**src/rtl/ddr3_init_sequencer.sv**
```systemverilog
// Wishbone master that replays the DDR3 power-up/MR/ZQCL sequence into the DFII CSRs.
// Define DDR3_INIT_ACK_TIMEOUT_EN to add an ack watchdog that aborts a stalled write.
`timescale 1ns/1ps
module ddr3_init_sequencer #(
  parameter logic [29:0] DFII_BASE   = 30'h2400,
  parameter logic [13:0] MR0_VAL     = 14'h320,
  parameter logic [13:0] MR1_VAL     = 14'h006,
  parameter logic [13:0] MR2_VAL     = 14'h200,
  parameter logic [13:0] MR3_VAL     = 14'h000,
  parameter int unsigned T_RESET     = 50000,
  parameter int unsigned T_CKE       = 50000,
  parameter int unsigned T_MRD       = 8,
  parameter int unsigned T_MOD       = 200,
  parameter int unsigned T_ZQINIT    = 200,
  parameter int unsigned ACK_TIMEOUT = 1023
) (
  input  logic        clk,
  input  logic        rst,
  input  logic        start,
  output logic        busy,
  output logic        done,
  output logic        error,
  output logic [4:0]  step,
  output logic        wb_cyc,
  output logic        wb_stb,
  output logic        wb_we,
  output logic [29:0] wb_adr,
  output logic [31:0] wb_dat_w,
  output logic [3:0]  wb_sel,
  input  logic        wb_ack,
  input  logic        wb_err
);

  localparam logic [2:0] OFF_CTRL  = 3'd0;
  localparam logic [2:0] OFF_CMD   = 3'd1;
  localparam logic [2:0] OFF_ISSUE = 3'd2;
  localparam logic [2:0] OFF_ADDR  = 3'd3;
  localparam logic [2:0] OFF_BADDR = 3'd4;
  localparam logic [4:0] LAST_STEP = 5'd25;

  typedef enum logic [2:0] {IDLE, WRITE, WAIT, DONE, ERROR} state_t;

  typedef struct packed {
    logic [2:0]  off;
    logic [13:0] data;
    logic [15:0] delay;
  } entry_t;

  // Steps 5..24 are five groups of ADDR/BADDR/CMD/ISSUE; only the issue write carries a delay.
  function automatic entry_t step_entry(input logic [4:0] idx);
    entry_t      e;
    logic [4:0]  rel;
    logic [13:0] mr_val;
    logic [13:0] bank;
    logic [13:0] cmd;
    logic [15:0] post;
    e      = '0;
    rel    = idx - 5'd5;
    mr_val = '0;
    bank   = '0;
    cmd    = 14'h00F;
    post   = '0;
    case (rel[4:2])
      3'd0: begin mr_val = MR2_VAL; bank = 14'd2; post = 16'(T_MRD); end
      3'd1: begin mr_val = MR3_VAL; bank = 14'd3; post = 16'(T_MRD); end
      3'd2: begin mr_val = MR1_VAL; bank = 14'd1; post = 16'(T_MRD); end
      3'd3: begin mr_val = MR0_VAL; bank = 14'd0; post = 16'(T_MOD); end
      3'd4: begin mr_val = 14'h400; bank = 14'd0; cmd = 14'h003; post = 16'(T_ZQINIT); end
      default: ;
    endcase
    case (idx)
      5'd0:  begin e.off = OFF_CTRL; e.data = 14'h00E; end
      5'd1:  e.off = OFF_ADDR;
      5'd2:  e.off = OFF_BADDR;
      5'd3:  begin e.off = OFF_CTRL; e.data = 14'h00C; e.delay = 16'(T_RESET); end
      5'd4:  begin e.off = OFF_CTRL; e.data = 14'h00E; e.delay = 16'(T_CKE); end
      5'd25: begin e.off = OFF_CTRL; e.data = 14'h001; end
      default: begin
        if (idx < LAST_STEP) begin
          case (rel[1:0])
            2'd0: begin e.off = OFF_ADDR;  e.data = mr_val; end
            2'd1: begin e.off = OFF_BADDR; e.data = bank; end
            2'd2: begin e.off = OFF_CMD;   e.data = cmd; end
            2'd3: begin e.off = OFF_ISSUE; e.data = 14'd1; e.delay = post; end
          endcase
        end
      end
    endcase
    return e;
  endfunction

  state_t      state_q, state_d;
  logic [4:0]  step_q, step_d;
  logic [15:0] cnt_q, cnt_d;
  logic        cyc_q, cyc_d;
  logic [29:0] adr_q, adr_d;
  logic [31:0] dat_q, dat_d;
  logic        busy_q, busy_d;
  logic        done_q, done_d;
  logic        error_q, error_d;

  logic [4:0]  load_idx;
  entry_t      load_e;
  entry_t      cur_e;
  logic [29:0] load_adr;
  logic [31:0] load_dat;

  // From IDLE/DONE/ERROR the next write is always step 0; from WAIT it is the following step.
  assign load_idx = (state_q == WAIT) ? step_q + 5'd1 : 5'd0;
  assign load_e   = step_entry(load_idx);
  assign cur_e    = step_entry(step_q);
  assign load_adr = DFII_BASE + {27'd0, load_e.off};
  assign load_dat = {18'd0, load_e.data};

  logic unused_entry_bits;
  assign unused_entry_bits = ^{cur_e.off, cur_e.data, load_e.delay};

`ifdef DDR3_INIT_ACK_TIMEOUT_EN
  localparam logic [15:0] WDOG_LAST = 16'(ACK_TIMEOUT - 1);
  logic [15:0] wdog_q, wdog_d;
`else
  logic unused_ack_timeout;
  assign unused_ack_timeout = ^ACK_TIMEOUT;
`endif

  always_comb begin
    state_d = state_q;
    step_d  = step_q;
    cnt_d   = cnt_q;
    cyc_d   = cyc_q;
    adr_d   = adr_q;
    dat_d   = dat_q;
    busy_d  = busy_q;
    done_d  = done_q;
    error_d = error_q;
`ifdef DDR3_INIT_ACK_TIMEOUT_EN
    wdog_d  = wdog_q;
`endif
    case (state_q)
      IDLE, DONE, ERROR: begin
        if (start) begin
          state_d = WRITE;
          step_d  = '0;
          cyc_d   = 1'b1;
          adr_d   = load_adr;
          dat_d   = load_dat;
          busy_d  = 1'b1;
          done_d  = 1'b0;
          error_d = 1'b0;
`ifdef DDR3_INIT_ACK_TIMEOUT_EN
          wdog_d  = '0;
`endif
        end
      end
      WRITE: begin
        // A simultaneous err and ack is treated as an error.
        if (wb_err) begin
          state_d = ERROR;
          cyc_d   = 1'b0;
          busy_d  = 1'b0;
          error_d = 1'b1;
        end else if (wb_ack) begin
          state_d = WAIT;
          cyc_d   = 1'b0;
          cnt_d   = cur_e.delay;
        end
`ifdef DDR3_INIT_ACK_TIMEOUT_EN
        else if (wdog_q == WDOG_LAST) begin
          state_d = ERROR;
          cyc_d   = 1'b0;
          busy_d  = 1'b0;
          error_d = 1'b1;
        end else begin
          wdog_d = wdog_q + 16'd1;
        end
`endif
      end
      WAIT: begin
        if (cnt_q != 16'd0) begin
          cnt_d = cnt_q - 16'd1;
        end else if (step_q == LAST_STEP) begin
          state_d = DONE;
          busy_d  = 1'b0;
          done_d  = 1'b1;
        end else begin
          state_d = WRITE;
          step_d  = step_q + 5'd1;
          cyc_d   = 1'b1;
          adr_d   = load_adr;
          dat_d   = load_dat;
`ifdef DDR3_INIT_ACK_TIMEOUT_EN
          wdog_d  = '0;
`endif
        end
      end
      default: state_d = IDLE;
    endcase
  end

  always_ff @(posedge clk or posedge rst) begin
    if (rst) begin
      state_q <= IDLE;
      step_q  <= '0;
      cnt_q   <= '0;
      cyc_q   <= 1'b0;
      adr_q   <= '0;
      dat_q   <= '0;
      busy_q  <= 1'b0;
      done_q  <= 1'b0;
      error_q <= 1'b0;
`ifdef DDR3_INIT_ACK_TIMEOUT_EN
      wdog_q  <= '0;
`endif
    end else begin
      state_q <= state_d;
      step_q  <= step_d;
      cnt_q   <= cnt_d;
      cyc_q   <= cyc_d;
      adr_q   <= adr_d;
      dat_q   <= dat_d;
      busy_q  <= busy_d;
      done_q  <= done_d;
      error_q <= error_d;
`ifdef DDR3_INIT_ACK_TIMEOUT_EN
      wdog_q  <= wdog_d;
`endif
    end
  end

  assign busy     = busy_q;
  assign done     = done_q;
  assign error    = error_q;
  assign step     = step_q;
  assign wb_cyc   = cyc_q;
  assign wb_stb   = cyc_q;
  assign wb_we    = cyc_q;
  assign wb_adr   = adr_q;
  assign wb_dat_w = dat_q;
  assign wb_sel   = 4'hF;

endmodule
```
**config.mk**
```make
export PLATFORM = sky130hd
export DESIGN_NAME = ddr3_init_sequencer
export DESIGN_NICKNAME = d
export VERILOG_FILES = /design/src/rtl/ddr3_init_sequencer.sv
export SDC_FILE = /design/constraint.sdc
export NUM_CORES = 1
export LEC_CHECK = 0
export CORE_ASPECT_RATIO = 2
export CORE_UTILIZATION = 43
export CTS_CLUSTER_DIAMETER = 80
export DETAILED_ROUTE_END_ITERATION = 10
export GPL_ROUTABILITY_DRIVEN = 0
export MAX_ROUTING_LAYER = met4
export PLACE_DENSITY = 0.68
export SYNTH_ARGS = -nofsm -noshare
export SYNTH_HDL_FRONTEND = slang
export SYNTH_SLANG_ARGS = --single-unit
```
**constraint.sdc**
```tcl
create_clock -name clk -period 7.4 [get_ports clk]
set_input_delay 1.11 -clock clk [delete_from_list [all_inputs] [get_ports clk]]
set_output_delay 1.11 -clock clk [all_outputs]
set_load 0.01 [all_outputs]
```
Word level (Yosys, flattened, before mapping). Cells that the tools add are included.

Add/sub/neg operators: 5. Magnitude comparators: 2. Equal/unequal tests: 35. Multiplexer cells: 52. Reductions and logical operators: 28.

Operators with widths (number): $mux W16 (6); $mux W32 (3); $mux W30 (3); $pmux W17 S4 (1); $pmux W16 S2 (2); $pmux W32 S2 (1); $pmux W30 S2 (1); $pmux W14 S4 (1); $pmux W11 S4 (1); $mux W33 (1); $pmux W8 S2 (2); $eq A5 B2 Y1 const B (4); $mux W5 (4); $eq A3 B2 Y1 const B (6); $pmux W3 S3 (2); $reduce_bool A16 Y1 (1); $sub A16 B1 Y16 const B (1); $add A14 B3 Y15 const A (1); $mux W1 (12); $mux W3 (4); $ne A2 B2 Y1 const B (6); $reduce_and A4 Y1 (3); $eq A5 B1 Y1 const B (2); $eq A5 B3 Y1 const B (2); other kinds (26) (52).

Register bits: 90. Input port bits: 5. Output and inout bits: 77. Logic and storage cells: 131.

Logic depth before layout (Yosys ltp).
Word-level depth: 13. Depth in mapped cells: 12. Depth with buffers taken out: 11.

Worst setup path before layout. Ideal clock, no wire load.

Path kind: register to register. Start: register state_q[2]. End: register dat_q[3], in the netlist wb_dat_w[3]. Setup time: 0.128 ns. Arrival: 2.881 ns. Required time: 7.272 ns. Slack: 4.391 ns. Cell stages (with the launch flop): 13. Path buffers: 2. Clock period less this slack: 3.009 ns. Cells stage by stage: dfrtp_1 nor3b_1 buf_6 clkbuf_1 nand2_1 ha_1 inv_1 a211oi_1 o21ai_1 mux2i_1 or3_1 a31oi_1 o21ai_0.

Cells in the longest elaborated chain, start to end: 11. Elaborated cells between the ends (all ways): 34. Classes of those cells: 1 x add/sub; 1 x order compare; 15 x eq/ne; 9 x mux; 8 x reduce/logical.

Ends and longest elaborated chain: from (decl) (line 92) `state_t state_q, state_d;`; from (signal assigned) (line 215) `state_q <= state_d;`; $eq A3 B2 Y1 (line 109, 139); $mux W5 (line 109) `assign load_idx = (state_q == WAIT) ? step_q + 5'd1 : 5'd0;`; $sub A5 B3 Y5 (line 58) `rel = idx - 5'd5;`; $eq A3 B3 Y1 (line 63) `case (rel[4:2])`; $mux W4 (line 63); $pmux W17 S4 (line 80) `case (rel[1:0])`; $mux W33 (line 79) `if (idx < LAST_STEP) begin`; $pmux W14 S4 (line 71) `case (idx)`; $mux W32 (line 181) `end else if (step_q == LAST_STEP) begin`; $mux W32 (line 179) `if (cnt_q != 16'd0) begin`; $pmux W32 S2 (line 139) `case (state_q)`; to (signal assigned) (line 220) `dat_q <= dat_d;`; to (decl) (line 97) `logic [31:0] dat_q, dat_d;`.

Parallel ways exist; a longest one is shown, timed or not. The select of a mux whose other input is x is not followed. A chain may end at the register's enable or synchronous reset.

Worst setup path in the final report.
Start: register step_q[1], in the netlist step[1]. End: register dat_q[9], in the netlist wb_dat_w[9].

Cells in the longest elaborated chain, start to end: 11. Elaborated cells between the ends (all ways): 31. Classes of those cells: 2 x add/sub; 1 x order compare; 13 x eq/ne; 9 x mux; 6 x reduce/logical.

Ends and longest elaborated chain: from (decl) (line 93) `logic [4:0] step_q, step_d;`; from (signal assigned) (line 216) `step_q <= step_d;`; $add A5 B1 Y5 (line 109); $mux W5 (line 109); $sub A5 B3 Y5 (line 58); $eq A3 B3 Y1, or another cell as far along (line 63); $pmux W11 S4 (line 63); $pmux W17 S4 (line 80); $mux W33 (line 79); $pmux W14 S4 (line 71); $mux W32 (line 181); $mux W32 (line 179); $pmux W32 S2 (line 139).

Parallel ways exist; a longest one is shown, timed or not. The select of a mux whose other input is x is not followed.

==> flow_summary.toml <==
[clock_tree]
clockRootBuffer = "clkbuf_16"
htreeDepth = 2
cts.repair.resized = 0
clock_latency_ns = 0.29
cts_buffers = 5
holdBufCountCts = 0
clk_pin_slew_ns = 0.06
cts_tree = "yes"
cts.sinks = 39
clockBufferDepth = 2
post-cts-setup-buffers = 0

[sta]
post-route-period-util_pct = 44.5
slew_violations = 0
fin_crit_ns = 3.29
hold_viol_final = 0
fin_skew_ns = 0.00539
grt_setup_unrepaired = "false"
tns_ns = 0
relSlewSlack_pct = 25.8
whs_ns = 0.472
fmax_mhz = 304
layout_setup_ws_ns = 4.11
worst_pin_slew_ns = 1.10
setup_violations = 0

[global_route]
grt_pass1_wl_um = 11900
grt_pass1_vias = 2531
grt-ovfl-total = 0
antenna_found_initial = 0
grt.total_usage_pct = 19.7
grt_start_max_net_pins = 40

[logic_synthesis]
synth_xor_area_share_pct = 3.97
ys_seq_elements = 39
yosys.area.top_type = "dfrtp_1"
yosys-top-cells-area = "dfrtp_1 30%, buf_4 14%, o21ai_0 5.3%, ha_1 4.5%, nand2_1 4.4%"
syn_avg_cell_area_sq_um = 8.06
yosysTopAreaCellShare_pct = 29.5
yosysWarnings = 0
synthTopCellsByCount = "61 x buf_4, 39 x dfrtp_1, 39 x nand2_1"
yosys.area_share.simple_pct = 20.2
synth.mux.area_fraction_pct = 1.55
synth_cell_types = 63
yosysSeqAreaShare_pct = 29.5
synth_compound_area_share_pct = 19.8
synth_top_family_by_area = "simple AND/OR/NAND/NOR gates"
netlist_instances = 410
synth_area_sq_um = 3310
synth_fa_ha_area_share_pct = 4.54
synth_edf_count = 0
synthArstFlopShare_pct = 100
ys.flop_type = "dfrtp_1"
yosysMostFrequentCell = "buf_4"

[critical_path]
cp.arrival_ns = 3.48
crit_fanout = 15
critPathCaptureType = "register"
worst_setup_path_start_kind = "register"
crit_type = "register to register"
required_ns = 7.59

[final_layout]
area_growth_pct = 4.05
drive_gt1_share_pct = 4.59
postLayoutCoreUtil_pct = 47.0
final_area_sq_um = 3440
final_net_count = 432
finalNonFillerCells = 506
antenna_cells = 0

[detailed_routing]
routedWlPerCell_um = 14.8
routed_wl_um = 7470
firstDrtPassIters = 4
vias_per_cell = 5.41
drt_iter0_markers = 86
num_vias = 2736
ant_nets = 0
route.detailed.drc = 0

[placement]
placed_cell_area_sq_um = 3310
post-place-ws_ns = 4.13
io_buffers = 28
dp_hpwl_um = 5470
dp_cells = 500

[power_and_ir_drop]
peakVddDrop_uv = 175
finalPower_mw = 1.12
power_density_nw_per_um2 = 325
p_leak_nw = 1.47

[floorplan]
start_util_pct = 45.1
row_count = 44
pin_count = 82
die_w_um = 64
dieArea_sq_um = 8060
die_h_um = 126
coreArea_sq_um = 7320

[worst_hold_path]
hold_path_class = "register to register"

[run_status]
status = "completed"

[job]
max_cap_violations = 0
[final cells by class]
cell class / instances / area (sq um)
clock buffer: 6 / 129
fill: 730 / 3880
inverter: 17 / 63.8
multi-input combinational: 322 / 1860
sequential: 39 / 976
tap: 92 / 115
timing repair buffer: 30 / 295
[per-layer routing]
metal	up-vias	share of wire [%]	GRT usage, %
met2	100	56	36.0
met3	21	3.5	3.35
met4	0	4.2	11.1
li1	1320	-	-
met1	1295	37	18.7
met5	-	0	-
[sequential cells by signal, indices dropped and copies added, names as in the netlist]
name      flops
cnt_q        16
wb_adr        4
busy          1
wb_cyc        1
done          1
step          5
wb_dat_w      7
error         1
state_q       3
[placed cells by master (no fill, tap or decap), types with 5 or more instances in the layout]
cell type        Yosys  final
o21ai_0             35     35
nor2_1              37     37
xnor2_1             11     11
ha_1                12     12
clkdlybuf4s50_1      0     28
conb_1               2     53
inv_1               17     17
dfrtp_1             39     39
nand2_1             39     39
nor3_1               8      8
nand3_1              5      5
clkbuf_16            0      5
a21oi_1             22     22
a31oi_1             14     14
nor2b_1              6      6
[worst paths after layout]
kind	endpoint	cells after the start	from	slack, ns
max in group asynchronous	cnt_q[3]	3	rst	5.79
hold / removal	wb_dat_w[10]	2	wb_dat_w[10]	0.47
hold reg to reg	wb_dat_w[10]	2	wb_dat_w[10]	0.47
min in group asynchronous	wb_cyc	3	rst	1.25
setup / recovery	wb_dat_w[9]	8	step[1]	4.11
setup reg to reg	wb_dat_w[9]	8	step[1]	4.11
[report_power, final]
| group | internal (mW) | switching [mW] |
|---|---|---|
| sequential | 0.278 | 0.0843 |
| clock | 0.121 | 0.0815 |
| combinational | 0.222 | 0.331 |
[kinds of logic after synthesis]
family | count (synthesis)
other | 2
flip-flops | 39
multiplexers | 5
buffers and inverters | 100
AO/OA/AOI/OAI | 106
AND/OR/NAND/NOR | 131
XOR/XNOR | 15
adder cells (fa/ha/maj) | 12
[critical path, stage by stage (launching register included)]
cell and delay [ns]:
dfrtp_1 0.59, ha_1 0.57, and3_1 0.34, mux2i_1 0.28, mux2_2 0.36, o22ai_1 0.18, nor2b_1 0.48, nand3_1 0.17
o31ai_1 0.23
Note: power is estimated with default switching activity, not from simulation.
==> edit: new RTL, config.mk and constraints unchanged <==
Put one more register stage on the output `error`, cleared by the reset. The value now appears one clock later. The other outputs are not delayed to match.
--- a/src/rtl/ddr3_init_sequencer.sv
+++ b/src/rtl/ddr3_init_sequencer.sv
@@ -231,3 +231,9 @@
   assign done     = done_q;
-  assign error    = error_q;
+  always_ff @(posedge clk or posedge rst) begin
+    if (rst) begin
+      error <= '0;
+    end else begin
+      error <= error_q;
+    end
+  end
   assign step     = step_q;
Check against the original RTL: not equivalent (a bounded check fails within 4 cycles, from zero or initial values and one cycle with rst high).
==> edit against the unedited design <==
- sequential cell count up 1
- setup slack got worse by 0.14 ns
- synthesized area decreased by 4.0%
- utilization is 0.40 points higher
- design area down 0.65%
- combinational power shrank 2%
- wire length is 6.6% lower
- power rose by 1.6%
- largest power group unchanged
==> edit: results (changes against the unedited design) <==
{| class="wikitable"
! Metric !! Value
|-
| Fraction of the mapped netlist area in compound gates || 0.218 (+0.0198)
|-
| Total length of routed met2 wires || 3940 µm (-5.4%)
|-
| Slew at the pin closest to its max-slew limit || 1.07 ns (-0.0282 ns)
|-
| Clock buffer depth || 2 (unchanged)
|-
| Starting DRC count in detailed routing || 152 (+77%)
|-
| Post-DR vias/cell || 5.36 (-0.83%)
|-
| Final worst clock skew || 0.00686 ns (+0.00147 ns)
|-
| GRT met1 Usage || 0.187 (about the same)
|-
| Run status || completed
|-
| Global Route Usage Sum || 0.202 (+0.00580)
|-
| Area share of xor/xnor cells in the synthesized design || 0.0331 (-0.00661)
|-
| Peak VDD IR || 0.168 mV (-4.4%)
|-
| Maximum number of pins on one net before global-route repair || 41 (+2.5%)
|-
| Final net count || 399 (-7.6%)
|-
| Via count of the first global-routing pass || 2533 (+0.079%)
|-
| Count of placed standard cells including taps || 467 (-6.6%)
|-
| Post-route minimum period || 3.43 ns (+0.140 ns)
|-
| Min Hold Slack || 0.391 ns (-0.0812 ns)
|-
| Pre-CTS WS || 4.01 ns (-0.118 ns)
|-
| Met2 capacity usage during global routing || 0.363 (+0.00300)
|-
| Synth Area in Adders || 0.0473 (+0.00192)
|-
| Crit Path Max Fanout || 18 (+3)
|-
| Fraction of synthesized area in multiplexers || 0.0264 (+0.0109)
|-
| Worst Path Arrival || 3.61 ns (+0.13 ns)
|-
| Final Instance Count excl. Fillers || 475 (-6.1%)
|-
| Fraction of layout cells with a size suffix above 1 || 0.0705 (+0.0246)
|-
| WL/cell || 14.7 µm (-0.46%)
|-
| Final HPWL from detailed placement || 5160 µm (-5.6%)
|-
| Leading post-synthesis cells by instance count || 57 x sky130_fd_sc_hd__buf_4, 40 x sky130_fd_sc_hd__dfrtp_1, 34 x sky130_fd_sc_hd__o21ai_0
|-
| Register-to-register setup slack || 3.97 ns (-0.14 ns)
|-
| Cell area after placement || 3270 µm² (-1.2%)
|-
| Post-synth cell types || 66 (+4.8%)
|-
| Avg Synthesized Cell Area || 8.69 µm² (+7.8%)
|-
| Global-route wire length before repair || 11700 µm (-1.7%)
|-
| WL met1 || 2460 µm (-10%)
|}
==> edit: changes by cell type in the layout (fill, tap and decap cells not counted), moves of 3 or more <==
cell and delta:
sky130_fd_sc_hd__a21boi_0 +5, sky130_fd_sc_hd__a21o_1 +3, sky130_fd_sc_hd__a31o_2 +3, sky130_fd_sc_hd__a31oi_1 -10, sky130_fd_sc_hd__inv_1 -5, sky130_fd_sc_hd__nand2_1 -8
sky130_fd_sc_hd__nor2_1 -12, sky130_fd_sc_hd__o21ai_1 -3, sky130_fd_sc_hd__or2_2 +3
==> edit: critical path, cell delays in order, from the launching register on <==
cell and delay [ns]:
sky130_fd_sc_hd__dfrtp_1 0.53, sky130_fd_sc_hd__or3b_1 0.72, sky130_fd_sc_hd__nor2_1 0.47, sky130_fd_sc_hd__inv_1 0.18
sky130_fd_sc_hd__ha_1 0.27, sky130_fd_sc_hd__o21ai_0 0.50, sky130_fd_sc_hd__nand2_1 0.26, sky130_fd_sc_hd__o41ai_1 0.39
==> edit: layout make-up <==
type | count | area, µm² | area share
sequential | 40 | 1000 | 0.293
multi-input combinational | 293 | 1810 | 0.531
tap | 92 | 115 | 0.0337
inverter | 12 | 45.0 | 0.0132
clock buffer | 8 | 146 | 0.0428
timing repair buffer | 30 | 295 | 0.0864
==> edit: worst paths after layout <==
kind                            cells after the start           to       start
worst max-delay path                                7  wb_dat_w[0]  state_q[0]
worst min-delay path                                0        error     error_q
worst max register to register                      7  wb_dat_w[0]  state_q[0]
worst min register to register                      0        error     error_q
max in group asynchronous                           3      step[2]         rst
min in group asynchronous                           3        error         rst
==> edit: where the power goes <==
group	internal (µW)	leakage, µW	total (µW)	switching [µW]
sequential	288	0.000517	375	86.5
combinational	220	0.000845	544	324
clock	134	0.0000712	218	83.4
total	643	0.00143	1140	494
